===== src/rtl/router_pkg.sv =====
// Shared types and constants for the router output arbiter.
package router_pkg;

  localparam int NUM_PORTS = 3;

  // Header byte layout: payload length above, destination address below.
  localparam int LEN_MSB  = 7;
  localparam int LEN_LSB  = 2;
  localparam int ADDR_MSB = 1;
  localparam int ADDR_LSB = 0;

  typedef enum logic [2:0] {
    IDLE,
    HDR,
    HLEN,
    XFER,
    DONE
  } state_t;

  // Reduces a small sum of port indices back into 0..NUM_PORTS-1.
  function automatic logic [1:0] port_wrap(input logic [2:0] sum);
    return (sum >= 3'(NUM_PORTS)) ? 2'(sum - 3'(NUM_PORTS)) : sum[1:0];
  endfunction

endpackage


===== src/rtl/router_rr_pick.sv =====
// Combinational round-robin picker: first requester at or after rr, wrapping
// over the three ports.
module router_rr_pick
  import router_pkg::*;
(
  input  logic [NUM_PORTS-1:0] req,
  input  logic [1:0]           rr,
  output logic [NUM_PORTS-1:0] grant,
  output logic [1:0]           idx,
  output logic                 any
);

  logic [1:0]           cand [NUM_PORTS];
  logic [NUM_PORTS-1:0] hit;

  genvar gi;
  generate
    for (gi = 0; gi < NUM_PORTS; gi++) begin : g_cand
      assign cand[gi] = port_wrap(3'(rr) + 3'(gi));
      assign hit[gi]  = req[cand[gi]];
    end
  endgenerate

  // Lowest rotation offset wins.
  always_comb begin
    idx = cand[2];
    if (hit[1]) idx = cand[1];
    if (hit[0]) idx = cand[0];
  end

  assign any   = |hit;
  assign grant = any ? (NUM_PORTS'(1) << idx) : '0;

endmodule


===== src/rtl/router_out_arbiter.sv =====
// Drains the three router output FIFOs onto one shared byte link, a whole
// packet at a time, with round-robin fairness and starvation abort.
module router_out_arbiter
  import router_pkg::*;
#(
  parameter int DATA_W    = 8,
  parameter int LEN_W     = 6,
  parameter int STALL_MAX = 255
)(
  input  logic              clock,
  input  logic              resetn,
  input  logic              vld_out_0,
  input  logic              vld_out_1,
  input  logic              vld_out_2,
  input  logic [DATA_W-1:0] dout_out_0,
  input  logic [DATA_W-1:0] dout_out_1,
  input  logic [DATA_W-1:0] dout_out_2,
  output logic              read_enb_0,
  output logic              read_enb_1,
  output logic              read_enb_2,
  input  logic              link_ready,
  output logic              link_valid,
  output logic [DATA_W-1:0] link_data,
  output logic              link_sop,
  output logic              link_eop,
  output logic [1:0]        link_port,
  output logic              link_abort
);

  localparam int REM_W   = LEN_W + 1;
  localparam int STALL_W = $clog2(STALL_MAX + 1);

  state_t               state_reg, state_next;
  logic [1:0]           grant_reg, grant_next;
  logic [NUM_PORTS-1:0] grant_oh_reg, grant_oh_next;
  logic [1:0]           rr_reg, rr_next;
  logic [REM_W-1:0]     remaining_reg, remaining_next;
  logic [STALL_W-1:0]   stall_reg, stall_next;
  logic                 valid_reg, valid_next;
  logic                 sop_reg, sop_next;
  logic                 eop_reg, eop_next;
  logic                 abort_reg, abort_next;

  logic [NUM_PORTS-1:0] vld_vec, pick_grant, rd_vec;
  logic [1:0]           pick_idx;
  logic                 pick_any;
  logic                 vld_g;
  logic [DATA_W-1:0]    dout_g;
  logic [LEN_W-1:0]     hdr_len;
  logic [REM_W-1:0]     avail;
  logic                 issue, starved, stall_hit;

  assign vld_vec = {vld_out_2, vld_out_1, vld_out_0};

  router_rr_pick u_pick (
    .req   (vld_vec),
    .rr    (rr_reg),
    .grant (pick_grant),
    .idx   (pick_idx),
    .any   (pick_any)
  );

  always_comb begin
    case (grant_reg)
      2'd1:    begin vld_g = vld_out_1; dout_g = dout_out_1; end
      2'd2:    begin vld_g = vld_out_2; dout_g = dout_out_2; end
      default: begin vld_g = vld_out_0; dout_g = dout_out_0; end
    endcase
  end

  assign hdr_len = LEN_W'(dout_g[LEN_MSB:LEN_LSB]);

  // Reads still owed: the header counts as one; in HLEN the length comes
  // straight off the header beat so the first payload read is not delayed.
  always_comb begin
    case (state_reg)
      HDR:     avail = REM_W'(1);
      HLEN:    avail = REM_W'(hdr_len) + REM_W'(1);
      XFER:    avail = remaining_reg;
      default: avail = '0;
    endcase
  end

  assign issue     = (avail != '0) && vld_g && link_ready;
  assign starved   = ((state_reg == HDR) || (state_reg == XFER)) && !vld_g && link_ready;
  assign stall_hit = (stall_reg == STALL_W'(STALL_MAX - 1));

  always_ff @(posedge clock or negedge resetn) begin
    if (!resetn) begin
      state_reg     <= IDLE;
      grant_reg     <= '0;
      grant_oh_reg  <= '0;
      rr_reg        <= '0;
      remaining_reg <= '0;
      stall_reg     <= '0;
      valid_reg     <= 1'b0;
      sop_reg       <= 1'b0;
      eop_reg       <= 1'b0;
      abort_reg     <= 1'b0;
    end else begin
      state_reg     <= state_next;
      grant_reg     <= grant_next;
      grant_oh_reg  <= grant_oh_next;
      rr_reg        <= rr_next;
      remaining_reg <= remaining_next;
      stall_reg     <= stall_next;
      valid_reg     <= valid_next;
      sop_reg       <= sop_next;
      eop_reg       <= eop_next;
      abort_reg     <= abort_next;
    end
  end

  always_comb begin
    state_next     = state_reg;
    grant_next     = grant_reg;
    grant_oh_next  = grant_oh_reg;
    rr_next        = rr_reg;
    remaining_next = remaining_reg;
    stall_next     = stall_reg;
    valid_next     = issue;
    sop_next       = issue && (state_reg == HDR);
    eop_next       = 1'b0;
    abort_next     = 1'b0;
    case (state_reg)
      IDLE: begin
        remaining_next = '0;
        stall_next     = '0;
        if (pick_any) begin
          grant_next    = pick_idx;
          grant_oh_next = pick_grant;
          state_next    = HDR;
        end
      end
      HDR: begin
        if (issue) begin
          stall_next = '0;
          state_next = HLEN;
        end
      end
      HLEN: begin
        remaining_next = avail - REM_W'(issue);
        stall_next     = '0;
        if (issue && (avail == REM_W'(1))) begin
          eop_next   = 1'b1;
          state_next = DONE;
        end else begin
          state_next = XFER;
        end
      end
      XFER: begin
        if (issue) begin
          remaining_next = remaining_reg - REM_W'(1);
          stall_next     = '0;
          if (remaining_reg == REM_W'(1)) begin
            eop_next   = 1'b1;
            state_next = DONE;
          end
        end
      end
      DONE: begin
        rr_next    = port_wrap(3'(grant_reg) + 3'd1);
        state_next = IDLE;
      end
      default: state_next = IDLE;
    endcase
    if (starved) begin
      if (stall_hit) begin
        abort_next     = 1'b1;
        stall_next     = '0;
        remaining_next = '0;
        rr_next        = port_wrap(3'(grant_reg) + 3'd1);
        state_next     = IDLE;
      end else begin
        stall_next = stall_reg + STALL_W'(1);
      end
    end
  end

  always_comb begin
    rd_vec = '0;
    if (issue) rd_vec = grant_oh_reg;
    link_data = valid_reg ? dout_g : '0;
  end

  assign read_enb_0 = rd_vec[0];
  assign read_enb_1 = rd_vec[1];
  assign read_enb_2 = rd_vec[2];
  assign link_valid = valid_reg;
  assign link_sop   = sop_reg;
  assign link_eop   = eop_reg;
  assign link_port  = grant_reg;
  assign link_abort = abort_reg;

endmodule


===== config.mk =====
export PLATFORM = sky130hd
export DESIGN_NAME = router_out_arbiter
export DESIGN_NICKNAME = d
export VERILOG_FILES = /design/src/rtl/router_pkg.sv /design/src/rtl/router_rr_pick.sv /design/src/rtl/router_out_arbiter.sv
export SDC_FILE = /design/constraint.sdc
export NUM_CORES = 1
export LEC_CHECK = 0
export ABC_AREA = 1
export BUFFER_PORTS_ARGS = -buffer_cell sky130_fd_sc_hd__buf_2
export CORE_ASPECT_RATIO = 0.9
export CORE_MARGIN = 1.5
export CORE_UTILIZATION = 40
export CTS_CLUSTER_DIAMETER = 50
export DETAILED_ROUTE_END_ITERATION = 7
export PLACE_DENSITY = 0.6
export SYNTH_ARGS = -nofsm -noshare
export SYNTH_HDL_FRONTEND = slang
export SYNTH_HIERARCHICAL = 1
export SYNTH_SLANG_ARGS = --single-unit

===== constraint.sdc =====
create_clock -name clock -period 3.7 [get_ports clock]
set_input_delay 0.74 -clock clock [delete_from_list [all_inputs] [get_ports clock]]
set_output_delay 0.74 -clock clock [all_outputs]
set_load 0.05 [all_outputs]

==> results of run 1 <==
==> through the flow <==
step	power, mW	util	TNS [ps]	cell area [um2]	instances
6_report	3.33	0.492	0	3220	549
5_1_grt	3.66	0.492	-174	3220	549
4_1_cts	3.27	0.483	0	3170	547
3_5_place_dp	2.87	0.463	0	3040	539
3_3_place_gp	2.85	0.463	0	3040	539
2_1_floorplan	2.43	-	-63.0	2700	404
==> routing by layer <==
layer / vias to the layer above / share of wire / GRT usage
li1: 1397 / - / -
met1: 1196 / 0.50 / 0.260
met2: 38 / 0.46 / 0.320
met3: 7 / 0.030 / 0.0356
met4: 0 / 0.0085 / 0.0508
met5: - / 0 / 0
==> how the worst max path moves through the flow <==
stage | startpoint | endpoint | slack, ps | cells past startpoint
after global routing | link_port[0] | read_enb_2 | -50 | 19
after CTS | link_port[0] | read_enb_0 | 8 | 19
final | link_port[0] | read_enb_1 | 150 | 19
after floorplan | link_port[0] | read_enb_0 | -20 | 19
after global placement | link_port[0] | remaining_reg[4] | 250 | 25
after detailed placement | link_port[0] | remaining_reg[4] | 150 | 25
==> repair_timing <==
item | 4_1_cts | 5_1_grt
buffers inserted | 0 | 2
endpoints found under the setup margin | 3 | 9
resized for setup | 5 | 8
pin swaps | 0 | 2
==> cells in the final DEF, fill, tap and decap left out, types with 5 or more instances in the layout <==
cell and n:
buf_4 8, a21oi_1 16, clkbuf_8 6, inv_1 54
dfrtp_1 29, inv_2 8, nand2_1 96, nand3_1 31
o21ai_0 16, nand3_2 7, nand2_2 6, nand2_4 5
buf_2 43, nor2_1 51, nand4_1 13, ha_1 9
nor2_2 12
==> critical path: stages, from the launching register on <==
cell and delay (ps):
dfrtp_1 380, inv_1 100, ha_4 290, inv_4 70, or2_1 220, nand2_2 110, inv_1 80, ha_4 170
nand3_4 100, inv_2 30, nand2_1 80, nand2_1 60, nor2_2 130, nor2_4 70, nand3_4 110, nor2_4 50
nand2_4 80, nand2_4 90, nor2_2 140, buf_6 170
==> cell type report <==
| class | count | area [um2] | area share |
|---|---|---|---|
| Clock inverter | 1 | 30.0 | 0.00932 |
| Sequential cell | 29 | 726 | 0.225 |
| Inverter | 63 | 239 | 0.0742 |
| Tap cell | 90 | 113 | 0.0350 |
| Clock buffer | 7 | 86.3 | 0.0268 |
| Timing Repair Buffer | 54 | 309 | 0.0960 |
| Multi-Input combinational cell | 305 | 1720 | 0.533 |
==> cell families (layout without fill, tap and decap cells) <==
| kind of cell | count (synthesis) | after routing |
|---|---|---|
| AOI/OAI and AO/OA | 48 | 48 |
| xor gates and xnor gates | 4 | 4 |
| adders and majority gates | 13 | 13 |
| buffers and inverters | 70 | 125 |
| DFF | 29 | 29 |
| muxes | 1 | 1 |
| and+or+nand+nor | 239 | 239 |
==> power breakdown <==
part,total (mW),internal [mW],switching (mW)
registers,0.524,0.431,0.0939
logic,2.45,0.820,1.63
clock network,0.356,0.220,0.136
total,3.33,1.47,1.86
==> summary.md, run 1 <==
| Metric | Value |
|---|---|
| Run status | finished clean |
| CTS max path bufs | 2 |
| First-pass GRT wire length | 11,100 um |
| Fmax | 282 MHz |
| CTS tree | done |
| Setup-failing EPs final | 0 |
| Port Buf Inserts | 46 |
| Top post-synthesis cells by count | nand2_1 (96), nor2_1 (55), inv_1 (54), nand3_1 (31), dfrtp_1 (29) |
| Multiplexer share of the synthesized area | 0.00419 |
| Critical path type | flop to output port |
| Worst setup margin | 152 ps |
| Synth Warn # | 6 |
| Core box area | 0.00655 mm2 |
| Hold/Removal Path Class | input pin to async pin |
| Clock transition at path regs | 70 ps |
| Most common cell in the netlist | nand2_1 |
| Largest family of logic cells by synthesized area | simple AND/OR/NAND/NOR gates |
| Reg2reg end | remaining_reg[6] |
| R2r setup slk | 300 ps |
| Startpoint types | flop |
| DRT antenna net count | 0 |
| Post-Synthesis Cells | 404 |
| Initial Util | 0.411 |
| Leading post-synthesis cells by cell area | dfrtp_1 (27%), nand2_1 (13%), nor2_1 (7.7%) |
| Peak VDD IR | 0.523 mV |
| CTS buffer count | 5 |
| Top Ports | 47 |
| Routability cong. | 0.902 |
| Post-DP HPWL | 4990 um |
| Die area | 0.00723 mm2 |
| Routed Wire Length | 6380 um |
| Yosys top cell area share | 0.270 |
| Async S/R FF share, synth | 1.00 |
| Worst Setup Slack post-DPL | 148 ps |
| GRT Total Usage | 0.194 |
| Post-Syn Area | 0.00269 mm2 |
| Mapped Nets | 447 |
| Yosys reg bits | 29 |
| Gr ovfl total | 0 |
| Final nets | 501 |
| Vias | 2,638 |
| Crit. End Element | output port |
| RSZ-0062 raised after global routing | yes |
| DR vias/cell | 4.81 |
| Number of flip-flops in the largest register | 8 |
| Root buf cell | clkbuf_8 |
| Synthesized area per cell | 6.66 um2 |
| Max H-tree Level | 2 |
| Compound-Gate Fraction of Synth Area | 0.108 |
| Synth Area in Simple Gates | 0.438 |
| Die height | 80.8 um |
| Max Slew Vio Count | 0 |
| EDFF count, synth | 0 |
| Layout cell share with drive strength beyond 1 | 0.261 |
| Pin count of the biggest net entering global routing | 30 |
| ANT cells | 0 |
| Min Tclk post-route | 3550 ps |
| Yosys top cell by area | dfrtp_1 |
| Synth cell types | 40 |
| Critical path peak fanout | 13 |
| Area Growth Syn to Fin | 19.7% |
| Crit Reg-Reg Startpoint | link_port[0] |
| DRC viols | 0 |
| Cell Pwr Density | 1030 mW/mm2 |
| Worst path arrival time | 2810 ps |
| Worst-Margin Slew | 782 ps |
| Antenna violations before repair | 0 |
| Worst-Skew Late Latency | 290 ps |
| Layout Skew | 5.70 ps |
| Drt pass-1 iters | 4 |
| Fin. Hold Viols | 0 |
| Hold_ws | 485 ps |
| Data required, critical path | 2960 ps |
| Reg2reg path depth | 27 |
| # Max-Cap Violations | 0 |
| Row count | 28 |
| Sequential share of the synthesized area | 0.270 |
| P_leak | 1.73 nW |
| Num Clock Sinks | 29 |
| 1st-iter DRT viols | 104 |
| Final period util | 0.959 |
| Synth Area in Adders | 0.0605 |
| WL/cell | 11.6 um |
| Hold_buf cts | 0 |
| XOR/XNOR Fraction of Synth Area | 0.0130 |
| Die width | 89.4 um |
| Vias in the first global route | 2,482 |
| Filler Cell Count | 686 |
| Ys flop type | dfrtp_1 |
| Slew margin rel. | 0.473 |
(Power assumes the default switching activity.)
==> run 2: changes to the inputs <==
==> constraint.sdc (replaced) <==
create_clock -name clock -period 3.7 [get_ports clock]
set_input_delay 0.185 -clock clock [delete_from_list [all_inputs] [get_ports clock]]
set_output_delay 0.185 -clock clock [all_outputs]
set_load 0.05 [all_outputs]
==> run 2 against run 1 <==
  * Non-clock buffer count down 3
  * Die area unchanged
  * Utilization down 1.2 points
  * Clock-buffer cell count down 2
  * Final area down 2.4%
  * Setup slack better by 150 ps
  * Flip-flop and latch count unchanged
  * Largest cell class unchanged
==> summary.md, run 2 (synthesized netlist as in run 1, its figures left out) <==
| Metric | Value |
|---|---|
| Run status | finished clean |
| Hold/Removal Path Class | input pin to flop |
| Die area | 0.00723 mm2 (unchanged) |
| Crit. End Element | flop |
| Critical path peak fanout | 17 (+4) |
| Initial Util | 0.411 (unchanged) |
| Final nets | 498 (-0.60%) |
| Clock transition at path regs | 70 ps (about the same) |
| Num Clock Sinks | 29 (unchanged) |
| Setup TNS | 0 ps (unchanged) |
| Vias in the first global route | 2,432 (-2.0%) |
| Crit path largest cell delay | 390 ps (about the same) |
| Number of flip-flops in the largest register | 8 (unchanged) |
| Top Layer Used | met4 |
| Fmax | 294 MHz (+4.3%) |
| Top Ports | 47 (unchanged) |
| Min Tclk post-route | 3400 ps (-147 ps) |
| Peak VDD IR | 0.488 mV (-6.7%) |
| Final period util | 0.919 (-0.0398) |
| CTS tree | done |
| Cell Pwr Density | 1000 mW/mm2 (-3.1%) |
| Worst-Skew Late Latency | 290 ps (about the same) |
| Most frequent cells in the layout | nand2_1 (96), nor2_1 (55), inv_1 (54) |
| Layout cell share with drive strength beyond 1 | 0.246 (-0.0158) |
| R2r setup slk | 300 ps (about the same) |
| Data required, critical path | 3890 ps (+930 ps) |
| Vias | 2,638 (unchanged) |
| WL met3 | 251 um (+33%) |
| CTS buffer count | 5 (unchanged) |
| WL/cell | 11.5 um (-0.74%) |
| DR vias/cell | 4.83 (+0.55%) |
| Met2 wire len | 2860 um (-3.2%) |
| Drt pass-1 iters | 4 (unchanged) |
| 1st-iter DRT viols | 120 (+15%) |
| P_leak | 1.70 nW (-1.7%) |
| Crit-path most repeated cell | nand2_1 |
| Die width | 89.4 um (unchanged) |
| Antenna violations before repair | 0 (unchanged) |
| Root buf cell | clkbuf_8 |
| Max H-tree Level | 2 (unchanged) |
| WL met1 | 3120 um (-2.2%) |
| Layout Skew | 5.04 ps (-0.662 ps) |
| Port Buf Inserts | 46 (unchanged) |
| Gr ovfl total | 0 (unchanged) |
| Pin count of the biggest net entering global routing | 30 (unchanged) |
| Most common cell after layout, fill and taps aside | nand2_1 |
| Setup-failing EPs final | 0 (unchanged) |
| Slew margin rel. | 0.453 (-0.0205) |
| Fin. Hold Viols | 0 (unchanged) |
| RSZ-0062 raised after global routing | no |
| Startpoint types | flop |
| GRT Total Usage | 0.195 (+0.000977) |
| Overall Power | 3.15 mW (-5.4%) |
| First-pass GRT wire length | 11,000 um (-0.87%) |
| CTS max path bufs | 2 (unchanged) |
| Core box area | 0.00655 mm2 (unchanged) |
| DRC viols | 0 (unchanged) |
| Filler Cell Count | 703 (+2.5%) |
| DRT antenna net count | 0 (unchanged) |
| ANT cells | 0 (unchanged) |
| Critical path type | flop to flop |
| Worst path arrival time | 3590 ps (+780 ps) |
| Row count | 28 (unchanged) |
| Die height | 80.8 um (unchanged) |
| Area Growth Syn to Fin | 16.8% |
| Max Slew Vio Count | 0 (unchanged) |
| Worst-Margin Slew | 812 ps (+30.4 ps) |
| Final Util | 0.480 (-0.0120) |
| # Max-Cap Violations | 0 (unchanged) |
| Routed Wire Length | 6300 um (-1.3%) |
| Post-DP HPWL | 4880 um (-2.1%) |
| Routability cong. | 0.878 (-2.6%) |
| Slowest stage cell, crit path | dfrtp_1 |
==> run 2: changes by cell type in the layout (fill, tap and decap cells not counted), sizes merged <==
cell,before,now
bufinv,1,0
buf,54,50
dlygate4sd3,0,1
clkinvlp,0,1
clkinv,0,2
clkbuf,7,5
==> run 2: worst paths after layout <==
kind	startpoint	cells after the start	to
max	link_port[0]	25	remaining_reg[2]
min	link_ready	8	remaining_reg[5]
max reg2reg	link_port[0]	25	remaining_reg[2]
min reg2reg	stall_reg[5]	2	stall_reg[5]
max in group asynchronous	resetn	2	stall_reg[0]
min in group asynchronous	resetn	2	grant_oh_reg[2]
==> run 2: final cells by class <==
cell class | count | area (um2) | share of cell area
Timing Repair Buffer | 51 | 270 | 0.0860
Sequential cell | 29 | 726 | 0.231
Inverter | 63 | 241 | 0.0769
Clock inverter | 3 | 17.5 | 0.00558
Multi-Input combinational cell | 305 | 1710 | 0.543
Clock buffer | 5 | 68.8 | 0.0219
Tap cell | 90 | 113 | 0.0358
==> run 2: power breakdown <==
group          internal (mW)  switching (mW)  leakage, nW  total [mW]
sequential             0.431          0.0914        0.373       0.522
clock                  0.130           0.136       0.0439       0.265
combinational          0.764            1.60         1.28        2.36
==> run 2: metal layers <==
layer	vias to the layer above	global-route usage
met3	6	0.0437
met4	0	0.0492
met2	46	0.311
li1	1393	-
met5	-	0
met1	1193	0.266
==> run 2: per-stage QoR <==
step                      instance area (um2)  hold WS (ps)  worst slack (ps)  instances
final                                    3140           474               299        546
after detailed placement                 3010           289               106        536
after global routing                     3140           516              2.41        546
after floorplan                          2690          -111               105        404
after global placement                   3010           278               189        536
after CTS                                3100           459              74.8        545
==> run 2: worst max-delay path: cells and delay by family (launching register included) <==
| family | cells | cell delay, ps |
|---|---|---|
| simple gates | 13 | 1230 |
| fa+ha+maj | 4 | 870 |
| buf+inv | 6 | 480 |
| flops | 1 | 390 |
| compound gates | 2 | 350 |
==> run 2: repair_timing <==
item	CTS	global route
gates resized for setup	0	7
buffers inserted	0	1
endpoints found under the hold margin	29	0
hold buffers	1	0
setup endpoints to repair	0	6
